===== src/rtl/adder_tree_pipelined.sv =====
// adder_tree_pipelined: N-operand registered binary reduction tree with
// valid/ready flow control and an exact, full-precision sum.
module adder_tree_pipelined #(
  parameter int NUM_INPUTS     = 4,
  parameter int WIDTH          = 8,
  parameter int SIGNED         = 0,
  parameter int REGISTER_INPUT = 0,
  localparam int OUT_WIDTH     = WIDTH + $clog2(NUM_INPUTS),
  localparam int LEVELS        = $clog2(NUM_INPUTS)
) (
  input  logic                        clk,
  input  logic                        rst_n,
  input  logic [NUM_INPUTS*WIDTH-1:0] in_data,
  input  logic                        in_valid,
  output logic                        in_ready,
  output logic [OUT_WIDTH-1:0]        out_sum,
  output logic                        out_valid,
  input  logic                        out_ready
);

  localparam logic SX = (SIGNED != 0);

  logic adv;

  // One global enable: the whole chain moves together or holds together.
  assign adv      = out_ready || !out_valid;
  assign in_ready = adv;

  for (genvar k = 0; k <= LEVELS; k++) begin : g_lvl
    localparam int unsigned W   = WIDTH + k;
    localparam int unsigned CNT = (NUM_INPUTS + (1 << k) - 1) >> k;

    logic [W-1:0] data [CNT];
    logic         vld;

    if (k == 0) begin : g_src
      if (REGISTER_INPUT != 0) begin : g_reg
        always_ff @(posedge clk or negedge rst_n) begin
          if (!rst_n) begin
            vld <= 1'b0;
            for (int unsigned i = 0; i < CNT; i++) data[i] <= '0;
          end else if (adv) begin
            vld <= in_valid;
            for (int unsigned i = 0; i < CNT; i++) data[i] <= in_data[i*WIDTH +: WIDTH];
          end
        end
      end else begin : g_comb
        assign vld = in_valid;
        for (genvar i = 0; i < CNT; i++) begin : g_op
          assign data[i] = in_data[i*WIDTH +: WIDTH];
        end
      end
    end else begin : g_red
      localparam int unsigned PCNT = (NUM_INPUTS + (1 << (k - 1)) - 1) >> (k - 1);

      logic [W-1:0] nxt [CNT];

      for (genvar j = 0; j < CNT; j++) begin : g_node
        logic [W-2:0] a;
        assign a = g_lvl[k-1].data[2*j];
        if (2*j + 1 < PCNT) begin : g_add
          logic [W-2:0] b;
          assign b      = g_lvl[k-1].data[2*j+1];
          assign nxt[j] = {SX & a[W-2], a} + {SX & b[W-2], b};
        end else begin : g_pass
          // Odd trailing element: widen only, no add.
          assign nxt[j] = {SX & a[W-2], a};
        end
      end

      always_ff @(posedge clk or negedge rst_n) begin
        if (!rst_n) begin
          vld <= 1'b0;
          for (int unsigned i = 0; i < CNT; i++) data[i] <= '0;
        end else if (adv) begin
          vld <= g_lvl[k-1].vld;
          for (int unsigned i = 0; i < CNT; i++) data[i] <= nxt[i];
        end
      end
    end
  end

  assign out_sum   = g_lvl[LEVELS].data[0];
  assign out_valid = g_lvl[LEVELS].vld;

endmodule


===== config.mk =====
export PLATFORM = sky130hd
export DESIGN_NAME = adder_tree_pipelined
export DESIGN_NICKNAME = d
export VERILOG_FILES = /design/src/rtl/adder_tree_pipelined.sv
export SDC_FILE = /design/constraint.sdc
export NUM_CORES = 1
export LEC_CHECK = 0
export ABC_AREA = 1
export CORE_MARGIN = 2
export CORE_UTILIZATION = 47
export CTS_CLUSTER_SIZE = 16
export DETAILED_ROUTE_END_ITERATION = 6
export GPL_TIMING_DRIVEN = 1
export MAX_ROUTING_LAYER = met4
export PLACE_DENSITY = 0.83
export SLEW_MARGIN = 25
export SYNTH_ARGS = -nofsm -noshare
export SYNTH_HDL_FRONTEND = slang
export SYNTH_SLANG_ARGS = --single-unit

===== constraint.sdc =====
create_clock -name clk -period 1.7 [get_ports clk]
set_input_delay 0.255 -clock clk [delete_from_list [all_inputs] [get_ports clk]]
set_output_delay 0.255 -clock clk [all_outputs]
set_load 0.01 [all_outputs]

# Yosys cells after proc, flatten, opt, wreduce, memory -nomap -nowiden
# Cells that the tools add are included.
# W data, S select, Z words.
# classes
n_addsub,3
reduce_logical,2
# ops
cell,n
$add A8 B8 Y9,2
$add A9 B9 Y10,1
$logic_not A1 Y1,1
$logic_or A1 B1 Y1,1
# word_totals
ff_bits,30

# Depth between registers and ports, before layout
# Gate-level depths: netlist (run 1).
# depth
ltp_word,2
depth_mapped,9
depth_no_buf,9

# Worst setup path before layout (run 1)
# Ideal clock, no wire load.
# synth_timing
path_kind,reg2reg
start,"reg g_lvl[1].data, in the netlist g_lvl[2].g_red.g_node[0].a[0]"
end,"reg g_lvl[2].data, in the netlist out_sum[8]"
arrival_time_ns,1.404
t_required_ns,1.583
setup_slack_ns,0.179
path_stages_with_launch,9
n_path_buf,0
path_cell_list,dfrtp_1 ha_1 fa_1 nand2_1 nand2_1 nand3_1 nand3_1 nand3_1 nand2_1
# synth_between
elab_chain_cells,1
# synth_rtl
item,line_no,source
from (decl),33,logic [W-1:0] data [CNT];
$add A9 B9 Y10,64,"assign nxt[j] = {SX & a[W-2], a} + {SX & b[W-2], b};"
to (decl),33,
# Every way passes these cells.
# A chain may end at the register's enable or synchronous reset.

# Worst setup path in the final report (run 1)
# layout_timing
start,in in_data[16]
end,"reg g_lvl[1].data, in the netlist g_lvl[2].g_red.g_node[0].g_add.b[6]"
# layout_between
elab_chain_cells,1
# layout_rtl
item,line_no,source
from (decl),13,"input logic [NUM_INPUTS*WIDTH-1:0] in_data,"
$add A8 B8 Y9,64,
# Every way passes these cells.

==> results of run 1 <==
## sequential cells by signal, summed over array words and instances (netlist names)
register	count
g_lvl.g_red.g_node.a	9
g_lvl.g_red.g_node.g_add.b	9
g_lvl.vld	1
out_sum	10
out_valid	1
## power by group through the flow
stage	clock, uW	combinational, uW	sequential [uW]
floorplan	0	844	1100
global placement	0	1370	1050
detailed placement	0	1410	1060
CTS	570	1410	1050
global route	595	1600	1080
finish	551	1410	1050
## worst max path at each step
| stage | to | slack (ns) | cells after the start |
|---|---|---|---|
| floorplan | out_sum[8]$_DFFE_PN0P_ | 0.18 | 8 |
| global placement | g_lvl[2].g_red.g_node[0].g_add.b[6]$_DFFE_PN0P_ | -0.18 | 10 |
| detailed placement | g_lvl[2].g_red.g_node[0].g_add.b[6]$_DFFE_PN0P_ | -0.22 | 10 |
| CTS | in_ready | 0.004 | 4 |
| global route | g_lvl[2].g_red.g_node[0].a[6]$_DFFE_PN0P_ | 0.01 | 10 |
| finish | g_lvl[2].g_red.g_node[0].g_add.b[6]$_DFFE_PN0P_ | 0.10 | 10 |
## layout make-up
class	instances	area, sq um
sequential	30	750.7
clock buffer	6	82.58
inverter	36	135.1
fill	440	1803
multi-input combinational	237	1311
tap	54	67.56
timing repair buffer	52	510.5
## worst max-delay path, cell delays in order
cell             delay [ns]
clkdlybuf4s50_1        0.40
ha_2                   0.21
fa_1                   0.39
nand2_1                0.10
nand2_1                0.08
nand3b_1               0.11
nand2_1                0.07
nand2_1                0.06
nand3_1                0.06
nand2_1                0.07
## through the flow
step                power [uW]  utilization [%]
floorplan                 1940                -
global placement          2421            59.22
detailed placement        2468            59.22
CTS                       3038            60.99
global route              3277            61.32
finish                    3015            61.32
## cells by family after synthesis
family	count (synthesis)	share of synthesized area, %
simple gates	187	35.69
buf+inv	42	8.235
flops	30	33.61
fa+ha+maj	28	16.69
compound gates	22	5.770
## cell usage in the layout (no fill, tap or decap), types with 3 or more instances in the layout
cell type,count
a211oi_1,3
or2_1,3
clkbuf_8,6
nand3_1,25
nand3b_1,10
o21ai_0,3
buf_4,5
a21oi_1,8
nor2_1,22
a31oi_1,6
clkdlybuf4s50_1,46
dfrtp_1,30
nand2_1,122
inv_1,35
ha_1,24
## what timing repair did
action,in CTS,in global routing
gates resized for setup,0,6
endpoints found under the hold margin,0,0
setup endpoints to repair,0,6
buffers inserted,0,0
## per-layer routing
layer | track usage, % | up-vias
li1 | - | 1090
met1 | 20.79 | 940
met2 | 34.04 | 35
met3 | 3.039 | 8
met4 | 9.053 | 0
met5 | - | -
==> run_results.csv, run 1 <==
group,metric,value,unit
finish,finalNonFillerCells,415,
detailed_routing,avgViaCountPerCell,4.995,
global_route,antenna_found_initial,0,
setup_path,path_max_fanout,3,
outcome,status,"complete, no violations",
setup_path,start_kind,"input pin",
setup_path,arrival,1.82,ns
global_route,grt_pass1_wl,7659,microns
detailed_routing,met1Wirelength,1976,microns
synthesis,syn_area,2233,sq um
die,coreArea,4661,sq um
sta,hold_viol_final,0,
detailed_routing,wire_per_inst,10.77,microns
power,ir_drop,0.4118,mV
synthesis,synth_top_area_share,33.61,%
finish,final_area,2858,sq um
synthesis,syn_nets,373,
power,leakagePower,0.001508,uW
synthesis,yosysMostFrequentCell,"nand2_1",
setup_path,rrSetupSlack,0.12,ns
place,dp.cells,409,
detailed_routing,dr.pass1.iters,4,
global_route,grt_pass1_vias,1889,
power,clkPwrFrac,18.3,%
sta,worst_slack,0.1023,ns
setup_path,path_class,"in -> reg",
global_route,grt_usage,19.16,%
place,place_congestion,0.8892,
setup_path,worst_setup_path_end_kind,"flop",
place,io_buffers,47,
finish,n_antenna_cell,0,
detailed_routing,ant_nets,0,
job,max-cap-violations,0,
place,dpl_worst_slack,-0.2217,ns
synthesis,synth_cell_types,21,
clock_tree,h-tree-depth,2,
sta,setup_viol,0,
power,p_sw,1095,uW
sta,finalCritPeriodShare,93.98,%
detailed_routing,wl_met3,114,microns
synthesis,seq_area_frac_synth,33.61,%
synthesis,synth_edf_count,0,
clock_tree,cts_tree,"yes",
power,cellPowerDensity,1055,nW/um^2
synthesis,ys_ff_latch,30,
clock_tree,clkLatencyLatePin,0.28,ns
clock_tree,clkSinkCount,30,
clock_tree,cts_buffer_depth,2,
power,swShare,36.31,%
min_path,hold_class,"in -> async",
sta,clock_skew,0.005209,ns
clock_tree,numCtsBuffers,5,
die,io_pins,48,
finish,syn_to_final_growth,27.96,%
finish,final_nets,426,
synthesis,syn_inst,309,
sta,fin_crit,1.598,ns
sta,worst_pin_slew,0.3673,ns
detailed_routing,routed.top_layer,"met4",
detailed_routing,drt_iter0_drc,74,
sta,finalSetupTns,0,ns
die,dieArea,5320,sq um
die,rows,25,
synthesis,ys_top_cells_by_area,"dfrtp_1, nand2_1, ha_1",
global_route,grt_remaining_overflow,0,
sta,rsz0062_at_grt,"no",
sta,slew_viol_final,0,
synthesis,synth_common_cells,"nand2_1, inv_1, dfrtp_1, ha_1, nand3_1",
clock_tree,ctsRootBufferMaster,"clkbuf_8",
setup_path,reg2reg_depth,8,
die,initial_utilization,47.92,%
sta,slew_headroom,75.51,%
place,place_area,2760,sq um
power,p_int,1920,uW
synthesis,post-synth-top-area-cell,"dfrtp_1",
clock_tree,clk_pin_slew,0.06,ns
synthesis,syn_avg_cell_area,7.228,sq um
synthesis,ys.warnings.count,0,
setup_path,r2r_end,"out_sum[8]$_DFFE_PN0P_",
synthesis,async_reset_ff_share,100.0,%
detailed_routing,vias,2073,
setup_path,required,1.92,ns
die,die_x,72.94,microns
power,pwr-share-comb,46.8,%
setup_path,r2r_start,"g_lvl[2].g_red.g_node[0].a[0]$_DFFE_PN0P_",
setup_path,startpoint,"in_data[16]",
sta,hold_slack,0.3564,ns
power,pwr-share-seq,34.9,%
detailed_routing,routed_wl,4469,microns
detailed_routing,wl_met2,2291,microns
finish,drive_gt1_share,5.817,%
detailed_routing,drc,0,
sta,fmax,0.6259,GHz
place,place_hpwl,3539,microns
die,die_h,72.94,microns
clock_tree,postCtsHoldBufs,0,
synthesis,synth_flop_cell,"dfrtp_1",
global_route,grt_start_max_net_pins,37,
Power figures use the tool's default switching activity.
==> run 2, diff against run 1 <==
Clock period 1.7 ns to 1.9 ns, I/O delays scaled along.
==> run_results.csv, run 2 (synthesis gave the netlist of run 1 again) <==
group,metric,value,unit
sta,hold_viol_final,0,
finish,multiInputGateArea,1299,sq um
detailed_routing,drc,0,
sta,slew_viol_final,0,
die,dieArea,5320,sq um
die,io_pins,48,
place,dp.cells,407,
detailed_routing,wire_per_inst,10.97,microns
setup_path,arrival,1.46,ns
detailed_routing,ant_nets,0,
clock_tree,numCtsBuffers,5,
global_route,grt_pass1_vias,1889,
clock_tree,ctsRootBufferMaster,"clkbuf_8",
global_route,grt_start_max_net_pins,38,
setup_path,path_max_fanout,2,
clock_tree,postCtsSetupRepairBufs,0,
clock_tree,cts_buffer_depth,2,
finish,post-route-util,60.86,%
detailed_routing,drt_iter0_drc,84,
clock_tree,clkSinkCount,30,
global_route,grt_remaining_overflow,0,
die,die_x,72.94,microns
sta,setup_viol,0,
min_path,hold_class,"in -> async",
detailed_routing,avgViaCountPerCell,5.084,
sta,worst_pin_slew,0.3648,ns
die,die_h,72.94,microns
sta,fin_crit,1.749,ns
die,rows,25,
sta,finalCritPeriodShare,92.04,%
die,coreArea,4661,sq um
outcome,status,"complete, no violations",
clock_tree,postCtsHoldBufs,0,
clock_tree,h-tree-depth,2,
setup_path,path_class,"in -> out",
clock_tree,clkLatencyLatePin,0.29,ns
sta,rsz0062_at_grt,"no",
power,ir_drop,0.4093,mV
sta,fmax,0.5718,GHz
finish,final_common_cell,"nand2_1",
clock_tree,clk_pin_slew,0.06,ns
setup_path,worst_setup_path_end_kind,"primary output",
setup_path,start_kind,"input pin",
global_route,antenna_found_initial,0,
sta,slew_headroom,75.68,%
clock_tree,ctsResizeCount,0,
global_route,grt_usage,19.37,%
setup_path,required,1.62,ns
job,max-cap-violations,0,
detailed_routing,dr.pass1.iters,4,
finish,syn_to_final_growth,27.00,%
finish,drive_gt1_share,4.155,%
clock_tree,cts_tree,"yes",
global_route,grt_pass1_wl,7728,microns
finish,final_nets,424,
finish,layout_common_cells,"nand2_1, clkdlybuf4s50_1, inv_1",
place,place_congestion,0.8826,
place,io_buffers,47,
finish,largest_register_ffs,10,
die,initial_utilization,47.92,%
finish,n_antenna_cell,0,
power,leakagePower,0.001501,uW
detailed_routing,routed_wl,4553,microns
sta,clock_skew,0.008566,ns
finish,finalNonFillerCells,415,
finish,num-fill-cells,430,
place,place_hpwl,3541,microns
detailed_routing,vias,2110,
finish,seqCellArea,750.7,sq um
power,cellPowerDensity,959.1,nW/um^2
power,power,2720,uW
==> run 2: changes by cell type in the layout (fill, tap and decap cells not counted), sizes merged <==
| cell | before | now |
|---|---|---|
| dlymetal6s2s | 1 | 0 |
| buf | 5 | 3 |
| clkinv | 0 | 1 |
| clkbuf | 6 | 7 |
| clkdlybuf4s50 | 46 | 47 |
==> run 2: worst max-delay path: stages <==
cell,delay (ns)
clkdlybuf4s50_1,0.51
nor2_4,0.06
inv_2,0.07
clkdlybuf4s50_1,0.54
==> run 2: final timing paths <==
kind	endpoint	slack, ns	depth (start not counted)	from
max	in_ready	0.15	4	out_ready
min	g_lvl[2].g_red.g_node[0].a[0]$_DFFE_PN0P_	0.37	2	rst_n
max reg2reg	out_sum[8]$_DFFE_PN0P_	0.24	8	g_lvl[2].g_red.g_node[0].a[0]$_DFFE_PN0P_
min reg2reg	out_valid$_DFFE_PN0P_	0.45	2	g_lvl[1].vld$_DFFE_PN0P_
max in group asynchronous	out_sum[6]$_DFFE_PN0P_	1.26	2	rst_n
min in group clk	out_valid$_DFFE_PN0P_	0.45	2	g_lvl[1].vld$_DFFE_PN0P_
==> run 2: cell type report <==
cell class                      count  area share [%]
Clock inverter                      1          0.1764
Inverter                           36           4.764
Sequential cell                    30           26.47
Multi-Input combinational cell    237           45.79
Clock buffer                        7           3.044
Tap cell                           54           2.382
Timing Repair Buffer               50           17.38
==> run 2: metal layers <==
metal / part of all wire [%] / up-vias / global-route usage, %
li1: - / 1089 / -
met1: 44 / 981 / 21.84
met2: 51 / 35 / 33.64
met3: 3.3 / 5 / 4.558
met4: 1.4 / 0 / 6.584
met5: 0 / - / -
==> run 2: metrics by stage <==
step,area (sq um),worst slack [ns],setup TNS [ns],hold slack (ns)
after floorplan,2233,0.3789,0,-0.01059
after CTS,2836,0.1475,0,0.3848
after global routing,2836,0.1104,0,0.4213
after global placement,2745,-0.01733,-0.02273,0.4346
final,2836,0.1512,0,0.3731
after detailed placement,2745,-0.07206,-0.2133,0.4391
==> run 2: power breakdown <==
group	internal, uW	leakage [uW]	switching, uW	total (uW)
logic	604	0.00110	643	1250
registers	827	0.000352	113	939
clock network	292	0.0000482	243	535
total	1720	0.00150	998	2720
==> run 3, diff against run 2 <==
Settings changed: PLACE_DENSITY 0.83 to 0.85.
==> run_results.csv, run 3 (synthesis gave the netlist of run 1 again) <==
group,metric,value,unit
setup_path,slowest_delay,0.53,ns
clock_tree,postCtsHoldBufs,0,
setup_path,required,1.62,ns
global_route,grt_pass1_vias,1846,
job,max-cap-violations,0,
finish,n_antenna_cell,0,
min_path,hold_class,"in -> async",
sta,fin_crit,1.736,ns
detailed_routing,vias,2082,
sta,finalSetupTns,0,ns
detailed_routing,drc,0,
die,dieArea,5320,sq um
die,io_pins,48,
finish,layout_common_cells,"nand2_1, clkdlybuf4s50_1, inv_1",
detailed_routing,routed_wl,4437,microns
detailed_routing,drt_iter0_drc,56,
power,p_sw,985.2,uW
sta,fmax,0.5761,GHz
clock_tree,cts_tree,"yes",
sta,finalCritPeriodShare,91.36,%
clock_tree,clkLatencyLatePin,0.28,ns
clock_tree,numCtsBuffers,5,
finish,final_nets,424,
power,clkPwrFrac,22.1,%
power,power,2806,uW
detailed_routing,dr.pass1.iters,5,
place,place_area,2745,sq um
place,io_buffers,47,
sta,hold_viol_final,0,
die,die_h,72.94,microns
place,place_congestion,0.8863,
sta,hold_slack,0.3876,ns
sta,slew_viol_final,0,
detailed_routing,avgViaCountPerCell,5.017,
clock_tree,clk_pin_slew,0.06,ns
die,die_x,72.94,microns
global_route,grt_start_max_net_pins,38,
power,leakagePower,0.001505,uW
place,place_hpwl,3490,microns
power,pwr-share-comb,44.3,%
place,dp.cells,407,
finish,syn_to_final_growth,27.67,%
detailed_routing,wire_per_inst,10.69,microns
sta,worst_pin_slew,0.3703,ns
sta,clock_skew,0.007239,ns
finish,finalNonFillerCells,415,
global_route,grt_pass1_wl,7362,microns
setup_path,slowest_stage,"clkdlybuf4s50_1",
sta,slew_headroom,75.31,%
finish,final_common_cell,"nand2_1",
clock_tree,ctsRootBufferMaster,"clkbuf_8",
clock_tree,cts_buffer_depth,2,
finish,final_area,2851,sq um
setup_path,path_max_fanout,2,
power,swShare,35.11,%
clock_tree,ctsResizeCount,0,
sta,setup_viol,0,
die,initial_utilization,47.92,%
finish,seqCellArea,750.7,sq um
finish,largest_register_ffs,10,
die,coreArea,4661,sq um
sta,rsz0062_at_grt,"no",
global_route,grt_remaining_overflow,0,
global_route,antenna_found_initial,0,
finish,num-fill-cells,421,
power,cellPowerDensity,984.0,nW/um^2
detailed_routing,ant_nets,0,
finish,drive_gt1_share,3.878,%
clock_tree,h-tree-depth,2,
finish,multiInputGateArea,1299,sq um
clock_tree,postCtsSetupRepairBufs,0,
setup_path,crit_top_cell,"clkdlybuf4s50_1",
global_route,grt_usage,18.10,%
setup_path,start_kind,"input pin",
power,pwr-share-seq,33.5,%
clock_tree,clkSinkCount,30,
setup_path,worstPathCellList,"clkdlybuf4s50_1 -> nor2_4 -> inv_2 -> clkdlybuf4s50_1",
setup_path,path_class,"in -> out",
die,rows,25,
power,ir_drop,0.3505,mV
power,p_int,1821,uW
setup_path,worst_setup_path_end_kind,"primary output",
outcome,status,"complete, no violations",
setup_path,arrival,1.45,ns
run 3: cell count changes in the layout (fill, tap and decap cells not counted), sizes merged:
cell    change
bufinv      +1
clkinv      -1
run 3: per-stage QoR:
stage                     utilization [%]  setup WS (ns)
after CTS                           61.18         0.1507
after global placement              58.90       -0.01652
after floorplan                         -         0.3789
final                               61.18         0.1642
after global routing                61.18        0.06442
after detailed placement            58.90       -0.09326
run 3: power by group through the flow:
| stage | clock network, uW | logic [uW] | registers (uW) |
|---|---|---|---|
| finish | 621 | 1240 | 941 |
| global route | 647 | 1410 | 964 |
| CTS | 628 | 1260 | 944 |
| detailed placement | 0 | 1250 | 952 |
| global placement | 0 | 1220 | 943 |
| floorplan | 0 | 755 | 981 |
run 3: area by class of cell:
type                       count  share of cell area, %
timing repair buffer          50                  17.29
sequential                    30                  26.33
multi-input combinational    237                  45.55
tap                           54                  2.369
inverter                      36                  4.739
clock inverter                 1                  1.053
clock buffer                   7                  2.677
run 3: layer usage:
| layer | up-vias | global-route usage [%] | part of all wire (%) |
|---|---|---|---|
| li1 | 1088 | - | - |
| met1 | 940 | 21.00 | 44 |
| met2 | 45 | 31.41 | 51 |
| met3 | 9 | 2.072 | 2.7 |
| met4 | 0 | 8.025 | 2.0 |
| met5 | - | - | 0 |
run 3: path summary, 6_finish.rpt:
| path | end | depth (start not counted) | slack [ns] | from |
|---|---|---|---|---|
| max | in_ready | 4 | 0.16 | out_ready |
| min | g_lvl[2].g_red.g_node[0].a[1]$_DFFE_PN0P_ | 2 | 0.39 | rst_n |
| max reg2reg | out_sum[8]$_DFFE_PN0P_ | 8 | 0.22 | g_lvl[2].g_red.g_node[0].a[0]$_DFFE_PN0P_ |
| min reg2reg | out_valid$_DFFE_PN0P_ | 2 | 0.45 | g_lvl[1].vld$_DFFE_PN0P_ |
| max in group asynchronous | out_sum[6]$_DFFE_PN0P_ | 2 | 1.24 | rst_n |
| min in group clk | out_valid$_DFFE_PN0P_ | 2 | 0.45 | g_lvl[1].vld$_DFFE_PN0P_ |
run 3: critical path, delay by kind of cell:
| family | cells | cell delay [ns] |
|---|---|---|
| and+or+nand+nor | 1 | 0.06 |
| buffers and inverters | 3 | 1.10 |
